`src/rtl/fetch_arbiter.sv`:
```
// Round-robin arbiter sharing instruction-memory read channels among fetchers.
// Each channel runs IDLE -> WAITING -> RELAY; one rotating pointer orders grants.
module fetch_arbiter #(
  parameter int NUM_CONSUMERS = 4,
  parameter int NUM_CHANNELS  = 1,
  parameter int ADDR_WIDTH    = 8,
  parameter int DATA_WIDTH    = 32
) (
  input  logic                                     clk,
  input  logic                                     reset,
  input  logic [NUM_CONSUMERS-1:0]                 consumer_read_valid,
  input  logic [NUM_CONSUMERS-1:0][ADDR_WIDTH-1:0] consumer_read_address,
  output logic [NUM_CONSUMERS-1:0]                 consumer_read_ready,
  output logic [NUM_CONSUMERS-1:0][DATA_WIDTH-1:0] consumer_read_data,
  output logic [NUM_CHANNELS-1:0]                  mem_read_valid,
  output logic [NUM_CHANNELS-1:0][ADDR_WIDTH-1:0]  mem_read_address,
  input  logic [NUM_CHANNELS-1:0]                  mem_read_ready,
  input  logic [NUM_CHANNELS-1:0][DATA_WIDTH-1:0]  mem_read_data,
  output logic                                     busy
);

  localparam int OW = (NUM_CONSUMERS > 1) ? $clog2(NUM_CONSUMERS) : 1;

  typedef logic [OW-1:0] idx_t;
  typedef enum logic [1:0] {IDLE, WAITING, RELAY} state_e;

  state_e state_q [NUM_CHANNELS];
  state_e state_d [NUM_CHANNELS];
  idx_t   owner_q [NUM_CHANNELS];
  idx_t   owner_d [NUM_CHANNELS];

  logic [NUM_CHANNELS-1:0][ADDR_WIDTH-1:0]  addr_q, addr_d;
  logic [NUM_CONSUMERS-1:0][DATA_WIDTH-1:0] data_q, data_d;
  idx_t                                     rr_q, rr_d;

  logic [NUM_CONSUMERS-1:0] taken;
  logic                     found;
  idx_t                     pick;
  idx_t                     cand;

  function automatic idx_t wrap_add(input idx_t base, input int off);
    int s;
    s = int'(base) + off;
    if (s >= NUM_CONSUMERS) s = s - NUM_CONSUMERS;
    return idx_t'(s);
  endfunction

  always_comb begin
    state_d = state_q;
    owner_d = owner_q;
    addr_d  = addr_q;
    data_d  = data_q;
    rr_d    = rr_q;
    taken   = '0;
    found   = 1'b0;
    pick    = '0;
    cand    = '0;

    // Owners of busy channels are ineligible for a second grant.
    for (int k = 0; k < NUM_CHANNELS; k++) begin
      if (state_q[k] != IDLE) taken[owner_q[k]] = 1'b1;
    end

    for (int k = 0; k < NUM_CHANNELS; k++) begin
      unique case (state_q[k])
        IDLE: begin
          found = 1'b0;
          pick  = '0;
          for (int j = 0; j < NUM_CONSUMERS; j++) begin
            cand = wrap_add(rr_q, j);
            if (!found && consumer_read_valid[cand] && !taken[cand]) begin
              found = 1'b1;
              pick  = cand;
            end
          end
          if (found) begin
            state_d[k]  = WAITING;
            owner_d[k]  = pick;
            addr_d[k]   = consumer_read_address[pick];
            taken[pick] = 1'b1;
            rr_d        = wrap_add(pick, 1);
          end
        end
        WAITING: begin
          if (mem_read_ready[k]) begin
            data_d[owner_q[k]] = mem_read_data[k];
            state_d[k]         = RELAY;
          end
        end
        RELAY: state_d[k] = IDLE;
        default: state_d[k] = IDLE;
      endcase
    end
  end

  always_comb begin
    mem_read_valid      = '0;
    consumer_read_ready = '0;
    busy                = 1'b0;
    for (int k = 0; k < NUM_CHANNELS; k++) begin
      mem_read_valid[k] = (state_q[k] == WAITING);
      if (state_q[k] == RELAY) consumer_read_ready[owner_q[k]] = 1'b1;
      if (state_q[k] != IDLE) busy = 1'b1;
    end
  end

  assign mem_read_address   = addr_q;
  assign consumer_read_data = data_q;

  always_ff @(posedge clk) begin
    if (reset) begin
      for (int k = 0; k < NUM_CHANNELS; k++) begin
        state_q[k] <= IDLE;
        owner_q[k] <= '0;
      end
      addr_q <= '0;
      data_q <= '0;
      rr_q   <= '0;
    end else begin
      for (int k = 0; k < NUM_CHANNELS; k++) begin
        state_q[k] <= state_d[k];
        owner_q[k] <= owner_d[k];
      end
      addr_q <= addr_d;
      data_q <= data_d;
      rr_q   <= rr_d;
    end
  end

endmodule

```
`config.mk`:
```
export PLATFORM = sky130hd
export DESIGN_NAME = fetch_arbiter
export DESIGN_NICKNAME = d
export VERILOG_FILES = /design/src/rtl/fetch_arbiter.sv
export SDC_FILE = /design/constraint.sdc
export NUM_CORES = 1
export LEC_CHECK = 0
export CAP_MARGIN = 15
export CELL_PAD_IN_SITES_DETAIL_PLACEMENT = 1
export CELL_PAD_IN_SITES_GLOBAL_PLACEMENT = 1
export CORE_MARGIN = 2
export CORE_UTILIZATION = 30
export CTS_BUF_LIST = sky130_fd_sc_hd__clkbuf_8
export DETAILED_ROUTE_END_ITERATION = 10
export PLACE_DENSITY = 0.85
export SLEW_MARGIN = 0
export SYNTH_ARGS = -nofsm -noshare
export SYNTH_HDL_FRONTEND = slang
export SYNTH_SLANG_ARGS = --single-unit
```
`constraint.sdc`:
```
create_clock -name clk -period 2.39 [get_ports clk]
set_clock_uncertainty 0.2 [all_clocks]
set_input_delay 0.239 -clock clk [delete_from_list [all_inputs] [get_ports clk]]
set_output_delay 0.239 -clock clk [all_outputs]
set_load 0.01 [all_outputs]
```
==> impl_metrics.ini, run 1 <==
[clock_tree]
cts_root_buffer = clkbuf_8
cts_buffers = 17
holdBufCountCts = 0
path_clk_slew_ns = 0.09
clock-sinks = 142
clockBufferDepth = 2
cts_setup_buffers = 0
htree_levels = 4
clock_latency_ns = 0.44
tritoncts = built

[detailed_routing]
wirelength_um = 19700
drtPass1Iterations = 4
wl_per_cell_um = 17.5
avgViaCountPerCell = 4.79
antenna_left = 0
vias = 5390
initialDrtViolationCount = 193
drcViolationCount = 0

[synthesis]
syn-instance-count = 673
yosysWarnings = 0
synth_cell_type_count = 34
synthesis.nets = 744
synth_area_um2 = 5410
async_reset_ff_share_pct = 0
postSynthAreaPerCell_um2 = 8.03
synth_edf_count = 0
synth_ff_type = dfxtp_1
synth_seq_area_share_pct = 52.6
ys_ff_latch = 142

[die]
start_util_pct = 30.3
fp.dieArea_um2 = 19100
rows = 49
die_h_um = 138
core_area_um2 = 17800
io_pins = 213
die_x_um = 138

[sta]
min_period_ns = 2.23
fmaxAchievable_ghz = 0.449
fin_crit_sh_pct = 93.2
finalSetupViolCount = 0
drv_slew = 0
worst-slew-pin-transition_ns = 1.03
rsz0062_at_grt = no
whs_ns = 0.0469
hold_viol = 0
slew_headroom_pct = 31.2
fin_ws_ns = 0.163

[placement]
pre_cts_ws_ns = -0.0419
dpl.hpwl_um = 13800
routabilityCongestion = 0.798
post_dp_cell_area_um2 = 7860
port_buffers = 212

[global_routing]
grt_pass1_vias = 5583
antenna_found_initial = 0
grt_overflow = 0
grt_pass1_wl_um = 31200
track_usage_pct = 20.7
grt_start_max_net_pins = 97

[layout]
finalNetCount = 954
fin_area_um2 = 8350
diodes = 0
utilization_pct = 46.8
num-fill-cells = 2116
area_delta_synth_final_pct = 54.5
drive_above_1_share_pct = 8.59

[worst_hold_path]
hold_class = primary input to flip-flop
whs_path_depth = 3
hp-start = reset
hold_path_end = mem_read_address[0]

[setup_path]
crit_required_ns = 1.95
worst_setup_path_end_kind = output port
crit_arrival_ns = 1.79
rr_endpoint = mem_read_address[5]
reg2regPathDepth = 9
cp-start-kind = flip-flop
cp_max_fo = 5
worstSetupPathType = flip-flop to output port
reg2reg_slack_ns = 0.18
r2r-start = state_q[1]

[flow_run]
drv_cap = 0

[power]
leakagePower_nw = 2.92
power.total_mw = 6.21
peakVddDrop_uv = 556
power_density_nw_per_um2 = 744

[outcome]
status = completed
[stage by stage]
step                      instances  TNS, ns
after floorplan                 673        0
after global placement         1093        0
after detailed placement       1093  -0.0768
after CTS                      1125        0
after global routing           1125        0
final                          1125        0
[cell type report]
cell class / count / area [um2] / share of cell area, %
flip-flops and latches: 142 / 2850 / 34.1
multi-input cells: 481 / 2370 / 28.4
repair buffers: 238 / 2360 / 28.2
clock buffers: 21 / 289 / 3.46
well taps: 229 / 287 / 3.43
clock inverters: 11 / 185 / 2.22
inverters: 3 / 11.3 / 0.135
[kinds of logic (layout without fill, tap and decap cells)]
family                    Yosys count  in the layout  synth area share, %
DFF                               142            142                 52.6
xor gates and xnor gates            2              2                0.463
and+or+nand+nor                   296            296                 21.6
buffers and inverters              50            273                 4.31
muxes                              28             28                 5.19
AOI/OAI and AO/OA                 155            155                 15.9
[Yosys cell counts, types with 2 or more instances]
cell / instances / area share, %
mux2i_1: 28 / 5.2
nor2_2: 2 / 0.23
buf_2: 2 / 0.19
a21oi_1: 132 / 12
nor4_1: 2 / 0.23
buf_6: 3 / 0.62
nand3_1: 3 / 0.28
o21ai_0: 3 / 0.28
a22o_1: 9 / 1.5
nand2b_1: 5 / 0.58
inv_1: 2 / 0.14
nor3_1: 3 / 0.28
a21boi_0: 2 / 0.28
nor2b_1: 3 / 0.35
a211oi_1: 2 / 0.28
dfxtp_1: 142 / 53
o21a_1: 2 / 0.28
nor2_1: 15 / 1.0
clkbuf_1: 40 / 2.8
nand2_1: 258 / 18
or2_2: 2 / 0.23
[placed cells by master (no fill, tap or decap), types with 2 or more instances in the layout]
cell type and instances:
o21a_1 2, clkbuf_8 21, dlymetal6s2s_1 2, clkdlybuf4s50_1 209, nor2b_1 3, a21oi_1 132, nor2_1 12, inv_1 3
dfxtp_1 139, buf_12 3, nand3_1 2, or2_2 2, nor2_2 2, buf_4 24, o21ai_0 3, a22o_1 9
nand2b_1 5, a211oi_1 2, bufinv_16 5, nor3_2 3, nor2_4 3, clkinv_2 3, mux2i_1 28, nand2_1 258
dfxtp_2 2
[routing by layer]
layer	global-route usage [%]	share of wire, %	vias up	wire length [um]
li1	-	-	2631	-
met1	23.5	41	2613	8150
met3	6.96	6.0	14	1190
met2	37.6	52	132	10200
met4	4.89	1.1	0	218
met5	0	0	-	0
[report_power, final]
group	switching, mW	internal, mW	leakage [nW]
clock	0.918	1.35	0.243
sequential	0.100	2.50	1.15
combinational	0.665	0.680	1.52
[worst max-delay path: stages (launching register included)]
cell and delay [ns]:
dfxtp_1 0.42, nand2b_1 0.16, nor3_1 0.16, clkdlybuf4s50_1 0.61
[worst max path at each step]
stage / from / to
CTS: owner_q[1] / consumer_read_ready[2]
global route: state_q[1] / mem_read_address[6]
global placement: consumer_read_valid[0] / mem_read_address[6]
finish: state_q[1] / consumer_read_ready[0]
detailed placement: consumer_read_valid[3] / mem_read_address[4]
floorplan: owner_q[0] / mem_read_address[5]
[flip-flops by register name (all words and copies together) (netlist names)]
register            cells
state_q                 2
mem_read_address        8
consumer_read_data    128
rr_q                    2
owner_q                 2
[timing repair]
item / 4_1_cts / 5_1_grt
endpoints found under the setup margin: 3 / 15
resized for setup: 1 / 8
pin swaps: 0 / 0
Power figures use the tool's default switching activity.
==> inputs of run 2 (changes only) <==
Settings changed: CORE_MARGIN 2 to 4.
==> impl_metrics.ini, run 2 (synthesized netlist as in run 1, its figures left out) <==
[worst_hold_path]
hold_class = primary input to flip-flop
whs_path_depth = 3
hold_path_end = mem_read_address[2]
hp-start = reset

[power]
clkPwrFrac_pct = 30.9
p_seq_share_pct = 45.6
swShare_pct = 29.0
leakagePower_nw = 2.85
power_density_nw_per_um2 = 694
combPwrFrac_pct = 23.5
p_int_mw = 4.06
p_switching_mw = 1.66
peakVddDrop_uv = 340

[placement]
place_inst = 1088
pre_cts_ws_ns = -0.0554
post_dp_cell_area_um2 = 7860
port_buffers = 212
dpl.hpwl_um = 14100
routabilityCongestion = 0.796

[detailed_routing]
wl_met2_um = 9790
top_layer_used = met4
wl_per_cell_um = 17.8
avgViaCountPerCell = 4.90
initialDrtViolationCount = 184
antenna_left = 0
vias = 5474
wl_met3_um = 1400
drcViolationCount = 0
wirelength_met1_um = 8230
wirelength_um = 19900
drtPass1Iterations = 4

[sta]
drv_slew = 0
rsz0062_at_grt = no
fin_ws_ns = 0.115
fin_crit_sh_pct = 95.2
min_period_ns = 2.28
hold_viol = 0
fin_setup_tns_ns = 0
fmaxAchievable_ghz = 0.439
slew_headroom_pct = 37.5
worst-slew-pin-transition_ns = 0.938
finalSetupViolCount = 0

[setup_path]
worstSetupPathType = flip-flop to output port
r2r-start = owner_q[1]
crit_arrival_ns = 1.84
cp-start-kind = flip-flop
cp_max_fo = 9
rr_endpoint = mem_read_address[6]
reg2reg_slack_ns = 0.18
reg2regPathDepth = 8
worst_setup_path_end_kind = output port
crit_required_ns = 1.95

[layout]
layout_commonest_cell = nand2_1
largest_register_ffs = 128
drive_above_1_share_pct = 8.29
fin_area_um2 = 8240
finalNetCount = 953
final_cell_mix = nand2_1 (258), clkdlybuf4s50_1 (210), dfxtp_1 (137), a21oi_1 (132), mux2i_1 (28)
regArea_um2 = 2850
diodes = 0
area_delta_synth_final_pct = 52.4
stdcell_count = 1118
num-fill-cells = 2077
multi_input_area_um2 = 2380

[global_routing]
grt_pass1_vias = 5550
track_usage_pct = 19.5
grt_start_max_net_pins = 87
antenna_found_initial = 0
grt_overflow = 0
grt_pass1_wl_um = 30900

[outcome]
status = completed

[clock_tree]
clockBufferDepth = 2
holdBufCountCts = 0
cts_buffers = 17
htree_levels = 4
clock-sinks = 142
cts_root_buffer = clkbuf_8
path_clk_slew_ns = 0.08
tritoncts = built
clock_latency_ns = 0.43

[die]
die_h_um = 142
fp.dieArea_um2 = 20200
rows = 48
io_pins = 213
start_util_pct = 30.9
core_area_um2 = 17500
die_x_um = 142

[flow_run]
drv_cap = 0
## run 2: changes by cell type in the layout (fill, tap and decap cells not counted), moves of 2 or more
cell and delta:
bufinv_16 -4, inv_1 +3, buf_4 -2, dfxtp_1 -2
## run 2: per-stage QoR
stage               total power, mW  utilization [%]  hold slack [ns]
floorplan                      3.37                -            0.175
global placement               3.96             44.9            0.240
detailed placement             4.00             44.9            0.248
CTS                            5.78             47.0           0.0674
global route                   6.00             47.1           0.0234
finish                         5.72             47.1           0.0427
## run 2: layer usage
metal | track usage [%] | vias to the layer above
li1 | - | 2627
met2 | 33.6 | 164
met3 | 6.72 | 31
met5 | 0 | -
met4 | 7.37 | 0
met1 | 22.3 | 2652
## run 2: power by group through the flow
stage / sequential, mW / clock [mW] / combinational [mW]
6_report: 2.61 / 1.77 / 1.34
5_1_grt: 2.63 / 1.94 / 1.44
4_1_cts: 2.60 / 1.83 / 1.35
3_5_place_dp: 2.65 / 0 / 1.34
3_3_place_gp: 2.65 / 0 / 1.31
2_1_floorplan: 2.66 / 0 / 0.706
## run 2: worst max path at each step
stage | end | cells past startpoint | start
6_report | consumer_read_ready[1] | 4 | owner_q[1]
5_1_grt | mem_read_address[6] | 8 | owner_q[1]
4_1_cts | consumer_read_ready[1] | 4 | owner_q[1]
3_5_place_dp | mem_read_address[4] | 9 | consumer_read_valid[0]
3_3_place_gp | mem_read_address[6] | 7 | consumer_read_valid[2]
2_1_floorplan | mem_read_address[5] | 10 | owner_q[0]
## run 2: cell type report
cell class | instances | area share [%]
Clock inverter | 10 | 0.926
Multi-Input combinational cell | 481 | 28.9
Tap cell | 225 | 3.42
Inverter | 3 | 0.137
Clock buffer | 20 | 3.34
Timing Repair Buffer | 237 | 28.6
Sequential cell | 142 | 34.6
## run 2: critical path, cell delays in order, from the launching register on
cell             delay, ns
dfxtp_2               0.37
nand2b_1              0.21
buf_4                 0.18
nor2_1                0.08
clkdlybuf4s50_1       0.56
## run 2: timing repair
| item | 4_1_cts | 5_1_grt |
|---|---|---|
| hold endpoints to repair | 0 | 0 |
| pin swaps | 0 | 0 |
| setup buffers | 0 | 0 |
| gates resized for setup | 1 | 11 |
| setup endpoints to repair | 3 | 16 |
